==> src/rtl/alu_cmd_sequencer.sv <==
// alu_cmd_sequencer
// Command sequencer for the TinyALU. Operations arrive over a valid/ready
// command port and are buffered in a small FIFO. The sequencer drives the
// ALU start/op/operand/reset pins one operation at a time and returns each
// result, or a timeout indication, over a valid/ready response port.
//
// Ports:
//   clk, reset                 clock and asynchronous active-high reset
//   cmd_valid/cmd_ready        command handshake (ready = FIFO not full)
//   cmd_a, cmd_b, cmd_op       command operands and opcode
//   rsp_valid/rsp_ready        response handshake
//   rsp_result, rsp_op         captured ALU result and the op that produced it
//   rsp_timeout                ALU never signalled done; rsp_result is 0
//   alu_a, alu_b, alu_op       operands and opcode presented to the ALU
//   alu_start, alu_reset_n     ALU start and active-low reset
//   alu_done, alu_result       ALU completion flag and result

module alu_cmd_sequencer #(
  parameter int DATA_W  = 8,
  parameter int DEPTH   = 4,
  parameter int TIMEOUT = 255
) (
  input  logic                clk,
  input  logic                reset,
  input  logic                cmd_valid,
  output logic                cmd_ready,
  input  logic [DATA_W-1:0]   cmd_a,
  input  logic [DATA_W-1:0]   cmd_b,
  input  logic [2:0]          cmd_op,
  output logic                rsp_valid,
  input  logic                rsp_ready,
  output logic [2*DATA_W-1:0] rsp_result,
  output logic [2:0]          rsp_op,
  output logic                rsp_timeout,
  output logic [DATA_W-1:0]   alu_a,
  output logic [DATA_W-1:0]   alu_b,
  output logic [2:0]          alu_op,
  output logic                alu_start,
  output logic                alu_reset_n,
  input  logic                alu_done,
  input  logic [2*DATA_W-1:0] alu_result
);

  localparam int AW = $clog2(DEPTH);
  localparam int PW = AW + 1;
  localparam int CW = $clog2(TIMEOUT + 1);
  localparam int EW = 2 * DATA_W + 3;

  typedef enum logic [2:0] {IDLE, BUSY, NOP, RST, RESP} state_t;

  state_t state, state_nxt;

  // FIFO storage; each entry is {op, a, b}
  logic [EW-1:0] mem [DEPTH];
  logic [PW-1:0] wr_ptr, rd_ptr;
  logic          full, empty, push, pop;
  logic [EW-1:0] head;

  logic [CW-1:0]       cnt, cnt_nxt;
  logic [DATA_W-1:0]   a_nxt, b_nxt;
  logic [2:0]          op_nxt, rop_nxt;
  logic                start_nxt, rstn_nxt, valid_nxt, tmo_nxt;
  logic [2*DATA_W-1:0] result_nxt;

  // Extra pointer bit distinguishes full from empty when the indices match
  assign full      = (wr_ptr[AW] != rd_ptr[AW]) && (wr_ptr[AW-1:0] == rd_ptr[AW-1:0]);
  assign empty     = (wr_ptr == rd_ptr);
  assign cmd_ready = !full;
  assign push      = cmd_valid && cmd_ready;
  assign head      = mem[rd_ptr[AW-1:0]];

  always_ff @(posedge clk) begin
    if (push) begin
      mem[wr_ptr[AW-1:0]] <= {cmd_op, cmd_a, cmd_b};
    end
  end

  always_ff @(posedge clk or posedge reset) begin
    if (reset) begin
      wr_ptr <= '0;
      rd_ptr <= '0;
    end else begin
      if (push) wr_ptr <= wr_ptr + PW'(1);
      if (pop)  rd_ptr <= rd_ptr + PW'(1);
    end
  end

  always_ff @(posedge clk or posedge reset) begin
    if (reset) begin
      state       <= IDLE;
      cnt         <= '0;
      alu_a       <= '0;
      alu_b       <= '0;
      alu_op      <= '0;
      alu_start   <= 1'b0;
      alu_reset_n <= 1'b0;
      rsp_valid   <= 1'b0;
      rsp_result  <= '0;
      rsp_op      <= '0;
      rsp_timeout <= 1'b0;
    end else begin
      state       <= state_nxt;
      cnt         <= cnt_nxt;
      alu_a       <= a_nxt;
      alu_b       <= b_nxt;
      alu_op      <= op_nxt;
      alu_start   <= start_nxt;
      alu_reset_n <= rstn_nxt;
      rsp_valid   <= valid_nxt;
      rsp_result  <= result_nxt;
      rsp_op      <= rop_nxt;
      rsp_timeout <= tmo_nxt;
    end
  end

  // Outputs are registered; this block computes their next values so that
  // alu_reset_n defaults high and only the RST entry pulls it low.
  always_comb begin
    state_nxt  = state;
    pop        = 1'b0;
    cnt_nxt    = cnt;
    a_nxt      = alu_a;
    b_nxt      = alu_b;
    op_nxt     = alu_op;
    start_nxt  = alu_start;
    rstn_nxt   = 1'b1;
    valid_nxt  = rsp_valid;
    result_nxt = rsp_result;
    rop_nxt    = rsp_op;
    tmo_nxt    = rsp_timeout;
    case (state)
      IDLE: begin
        if (!empty) begin
          pop     = 1'b1;
          op_nxt  = head[EW-1 -: 3];
          a_nxt   = head[2*DATA_W-1 -: DATA_W];
          b_nxt   = head[DATA_W-1:0];
          cnt_nxt = '0;
          case (head[EW-1 -: 3])
            3'b001, 3'b010, 3'b011, 3'b100: begin
              state_nxt = BUSY;
              start_nxt = 1'b1;
            end
            3'b111: begin
              state_nxt = RST;
              start_nxt = 1'b0;
              rstn_nxt  = 1'b0;
            end
            // 000 and the unused codes 101/110 all behave as no_op
            default: begin
              state_nxt = NOP;
              start_nxt = 1'b1;
            end
          endcase
        end
      end
      BUSY: begin
        // A done arriving on the final allowed cycle still wins over timeout
        if (alu_done) begin
          state_nxt  = RESP;
          start_nxt  = 1'b0;
          valid_nxt  = 1'b1;
          result_nxt = alu_result;
          rop_nxt    = alu_op;
          tmo_nxt    = 1'b0;
        end else if (cnt == CW'(TIMEOUT - 1)) begin
          state_nxt  = RESP;
          start_nxt  = 1'b0;
          valid_nxt  = 1'b1;
          result_nxt = '0;
          rop_nxt    = alu_op;
          tmo_nxt    = 1'b1;
        end else begin
          cnt_nxt = cnt + CW'(1);
        end
      end
      NOP: begin
        start_nxt = 1'b0;
        state_nxt = IDLE;
      end
      RST: begin
        state_nxt = IDLE;
      end
      RESP: begin
        if (rsp_ready) begin
          valid_nxt = 1'b0;
          state_nxt = IDLE;
        end
      end
      default: begin
        state_nxt = IDLE;
      end
    endcase
  end

endmodule
==> config.mk <==
export PLATFORM = sky130hd
export DESIGN_NAME = alu_cmd_sequencer
export DESIGN_NICKNAME = d
export VERILOG_FILES = /design/src/rtl/alu_cmd_sequencer.sv
export SDC_FILE = /design/constraint.sdc
export NUM_CORES = 1
export LEC_CHECK = 0
export ABC_AREA = 1
export BUFFER_PORTS_ARGS = -buffer_cell sky130_fd_sc_hd__buf_4
export CORE_ASPECT_RATIO = 0.9
export CORE_MARGIN = 8
export CORE_UTILIZATION = 59
export CTS_BUF_LIST = sky130_fd_sc_hd__clkbuf_2
export DETAILED_ROUTE_END_ITERATION = 7
export PLACE_DENSITY = 0.85
export SETUP_SLACK_MARGIN = 0.5
export SYNTH_ARGS = -nofsm -noshare
export SYNTH_HDL_FRONTEND = slang
export SYNTH_SLANG_ARGS = --single-unit
==> constraint.sdc <==
create_clock -name clk -period 2.52 [get_ports clk]
set_input_delay 0.252 -clock clk [delete_from_list [all_inputs] [get_ports clk]]
set_output_delay 0.252 -clock clk [all_outputs]
set_load 0.05 [all_outputs]
# == Word-level counts from Yosys, hierarchy flattened ==
# Memory sizes are Yosys's and may differ from the RTL's.
# Cells that the tools add are included.
# word_totals
regBits,59
mem_bits_rw,76
inputBits,40
output_inout_bits,43
elab_cells,80
n_memories,1
# op_classes
add_sub_neg,3
eq_ne,17
mux,30
n_bitwise,1
n_reduce_logical,15
# mem_list
name,depth,width,read_ports,rd_clocked_by_memory_dff,wr,line_no,rtl
mem,4,19,1,0,1,54,logic [EW-1:0] mem [DEPTH];
# op_table
operator,n
$mux W16,2
$mux W8,3
$mux W3,6
$pmux W8 S2,1
$mux W1,14
$eq A3 B2 Y1 const B,3
$eq A3 B3 Y1 const B,3
$pmux W3 S3,1
$reduce_and A3 Y1,3
$add A8 B1 Y8 const B,1
$eq A8 B8 Y1 const B,1
$ne A2 B2 Y1 const B,4
$add A3 B1 Y3 const B,2
$eq A3 B1 Y1 const B,2
$reduce_bool A2 Y1,3
$pmux W2 S2,1
$reduce_and A2 Y1,2
$reduce_and A4 Y1,1
$reduce_or A4 Y1,1
$eq A3 B3 Y1,1
$logic_not A3 Y1,1
$ne A3 B3 Y1 const B,1
$pmux W1 S3,1
$reduce_bool A3 Y1,1
other kinds (6),7

# == Depth between registers and ports, before layout ==
# depth
ltp_word,6
depth_mapped,10

# == Worst setup path before layout ==
# OpenSTA, ideal clock, no wires.
# synth_timing
kind,reg-to-reg
start,reg wr_ptr[0]
end,mem mem[0][0] (netlist name) (enable)
setup_time_ps,395
arrival_time_ps,2231
path_slack_ps,-106
path_stages_with_launch,8
path_buffers,0
synth_period_minus_slack_ps,2626
path_cell_list,dfrtp_1 inv_1 nand2_1 nand2_2 nor2_8 nand2b_1 nand2_2 nor2_1
# synth_between
elab_chain_len,6
# synth_lines
item,line_no,rtl
from (decl),55,"logic [PW-1:0] wr_ptr, rd_ptr;"
from (signal assigned),83,if (push) wr_ptr <= wr_ptr + PW'(1);
$eq A2 B2 Y1,66,assign full = (wr_ptr[AW] != rd_ptr[AW]) && (wr_ptr[AW-1:0] == rd_ptr[AW-1:0]);
$logic_and A1 B1 Y1,66,
$logic_not A1 Y1,68,assign cmd_ready = !full;
via cmd_ready,26,"output logic cmd_ready,"
$logic_and A1 B1 Y1,69,assign push = cmd_valid && cmd_ready;
$mux W1,73,if (push) begin
$mux W1 (not written as such),74,"mem[wr_ptr[AW-1:0]] <= {cmd_op, cmd_a, cmd_b};"
to (decl),54,
# The timed path passes the listed nets, and every way through them passes these cells.

# == Worst setup path in the final report ==
# layout_timing
start,reg rd_ptr[0]
end,out cmd_ready
# layout_between
elab_chain_len,3
# layout_lines
item,line_no,rtl
from (decl),55,
from (signal assigned),84,if (pop) rd_ptr <= rd_ptr + PW'(1);
$eq A2 B2 Y1,66,
$logic_and A1 B1 Y1,66,
$logic_not A1 Y1,68,
to (decl),26,
# Every way passes these cells.

==> run_results.csv <==
group,metric,value,unit
place,place_congestion,0.7946,
global_route,antenna_found_initial,0,
synthesis,ys_top_cells_by_count,"170 x nand2_1, 76 x edfxtp_1, 59 x dfrtp_1, 44 x nor2_1, 31 x o21ai_0",
sta,worst_pin_slew,0.5730,ns
die,top_level_ports,83,
route,dr.pass1.iters,5,
route,wl,12950,µm
finish,area_delta_synth_final,27.34,%
place,dp_hpwl,8251,µm
route,ant_nets,0,
sta,min_period,1.990,ns
critical_path,arrival,1.74,ns
sta,rsz0062_at_grt,"true",
job,cap_violations,0,
critical_path,cp-start-kind,"register",
synthesis,synth-seq-area-share,0.6726,
global_route,grt_pass1_vias,4321,
global_route,gr-total-overflow,0,
finish,nets,705,
synthesis,syn_nets,565,
cts,clk_latency,0.68,ns
route,wl_per_cell,16.31,µm
power,power.leakage,3.205,nW
critical_path,cp-end-kind,"output pin",
synthesis,synth-main-ff-cell,"edfxtp_1",
synthesis,synthDistinctLibCells,32,
sta,fmax,0.5024,GHz
cts,clock-sinks,135,
synthesis,async_flop_share,0.4370,
power,power,0.009300,W
die,core,9166,µm²
die,fp.dieArea,12850,µm²
place,place_ws,0.5018,ns
sta,setup_viol,0,
sta,maxSlewViolCount,0,
sta,finalSetupTns,0,ns
global_route,grt_pass1_wl,21050,µm
route,drc,0,
worst_hold_path,hp-class,"in2async",
critical_path,required,2.27,ns
cts,clock_path_buffers,2,
synthesis,synth.most_common_cell,"nand2_1",
cts,cts_tree,"built",
synthesis,yosys_warnings,0,
synthesis,syn_inst,518,
route,wl_met1,5319,µm
route,top_layer_used,"met4",
sta,relSlewSlack,0.6174,
global_route,grt_start_max_net_pins,37,
cts,cts_made_buffers,17,
sta,setup_ws,0.5296,ns
finish,final_util,0.7763,
cts,cts.htree.levels,4,
route,met2WireLength,6496,µm
sta,whs,0.1773,ns
power,p_per_area,1307,nW/µm²
die,rows,33,
synthesis,synth_edf_count,76,
synthesis,synth_largest_area_cell,"edfxtp_1",
place,port_buffers,82,
critical_path,critPathMaxFanout,6,
die,initial_core_util,0.6096,
finish,fillers,579,
route,route.met3.wl,986,µm
die,die_x,118.6,µm
finish,drive_above_1_share,0.2489,
sta,finalCritPeriodShare,0.7898,
synthesis,ys_top_cells_by_area,"edfxtp_1 41%, dfrtp_1 26%, nand2_1 11%",
power,vdd_ir_drop_max,0.001044,V
synthesis,synth_seq_cells,135,
synthesis,synth_top_area_frac,0.4084,
cts,cts.clk_slew.worst_paths,0.23,ns
route,routed_via_density,5.180,
synthesis,avgSynthCellArea,10.79,µm²
status,outcome,"complete, no violations",
die,die_y,108.3,µm
sta,hold_violations,0,
cts,clockRootBuffer,"clkbuf_2",
global_route,grt_use_total,0.2065,
route,drt_iter0_drc,353,
critical_path,rrSetupSlack,0.79,ns
synthesis,synth_area,5588,µm²
route,vias,4113,
sta,skew,0.02861,ns
critical_path,critPathKind,"reg2out",
placed cells by master (no fill, tap or decap), drive strengths merged:
cell	n
clkinvlp	2
clkinv	3
o22ai	16
buf	101
inv	41
a21oi	2
nand2b	1
a21o	1
nand3	19
clkbuf	17
nand2	179
or2	2
nor2	46
nor3	1
ha	7
nand4	2
dfrtp	59
edfxtp	76
o21ai	47
xnor2	3
bufinv	1
dlygate4sd3	39
xor2	6
diode	1
sequential cells by signal (all words and copies together) (netlist names):
signal,cells
cnt,8
alu_start,1
alu_op,3
alu_b,8
rd_ptr,3
rsp_result,16
state,3
alu_a,8
rsp_op,3
alu_reset_n,1
wr_ptr,3
mem,76
rsp_timeout,1
rsp_valid,1
worst max-delay path: stages (launching register included):
cell,delay [ns]
dfrtp_1,0.44
inv_2,0.08
nand2_1,0.09
nand2_2,0.09
nor2_8,0.14
nand2b_2,0.08
buf_6,0.16
stage by stage:
stage               std cells  cell area, µm²
global route              793            7113
CTS                       787            7018
finish                    794            7116
floorplan                 518            5620
detailed placement        710            6316
global placement          710            6316
power by group:
group	total, W	internal, W	switching [W]
sequential	0.00336	0.00303	0.000329
clock	0.00132	0.000416	0.000906
combinational	0.00462	0.00141	0.00321
path summary, 6_finish.rpt:
check | start | cells after the start | end
min in group clk | cmd_a[7] | 2 | mem[1][15]
hold / removal | reset | 3 | alu_a[6]
hold reg to reg | rsp_result[14] | 2 | rsp_result[14]
max in group asynchronous | reset | 4 | cnt[0]
setup reg to reg | rd_ptr[0] | 8 | mem[1][6]
setup / recovery | rd_ptr[0] | 6 | cmd_ready
area by class of cell:
cell class / count / area, µm² / area share
Tap cell: 122 / 152.6 / 0.02145
Clock inverter: 15 / 175.2 / 0.02462
Clock buffer: 17 / 85.08 / 0.01196
Inverter: 32 / 120.1 / 0.01688
Multi-Input combinational cell: 332 / 1619 / 0.2275
Timing Repair Buffer: 140 / 1202 / 0.1690
Sequential cell: 135 / 3759 / 0.5282
Antenna cell: 1 / 2.502 / 0.0003517
cell families after synthesis:
family,Yosys count,synth area share
xor+xnor,9,0.01545
compound gates,66,0.06583
fa+ha+maj,7,0.01567
flops,135,0.6726
buf+inv,51,0.04389
simple gates,250,0.1865
layer usage:
metal	up-vias	GRT usage
met2	157	0.3599
met4	0	0.08206
met5	-	0
li1	1992	-
met3	14	0.06354
met1	1950	0.2361
repair_timing:
item | 4_1_cts | 5_1_grt
setup buffers | 6 | 6
endpoints found under the hold margin | 121 | 0
setup endpoints to repair | 18 | 72
pin swaps | 0 | 4
resized for setup | 4 | 0
hold buffers | 39 | 0
Note: power is estimated with default switching activity, not from simulation.
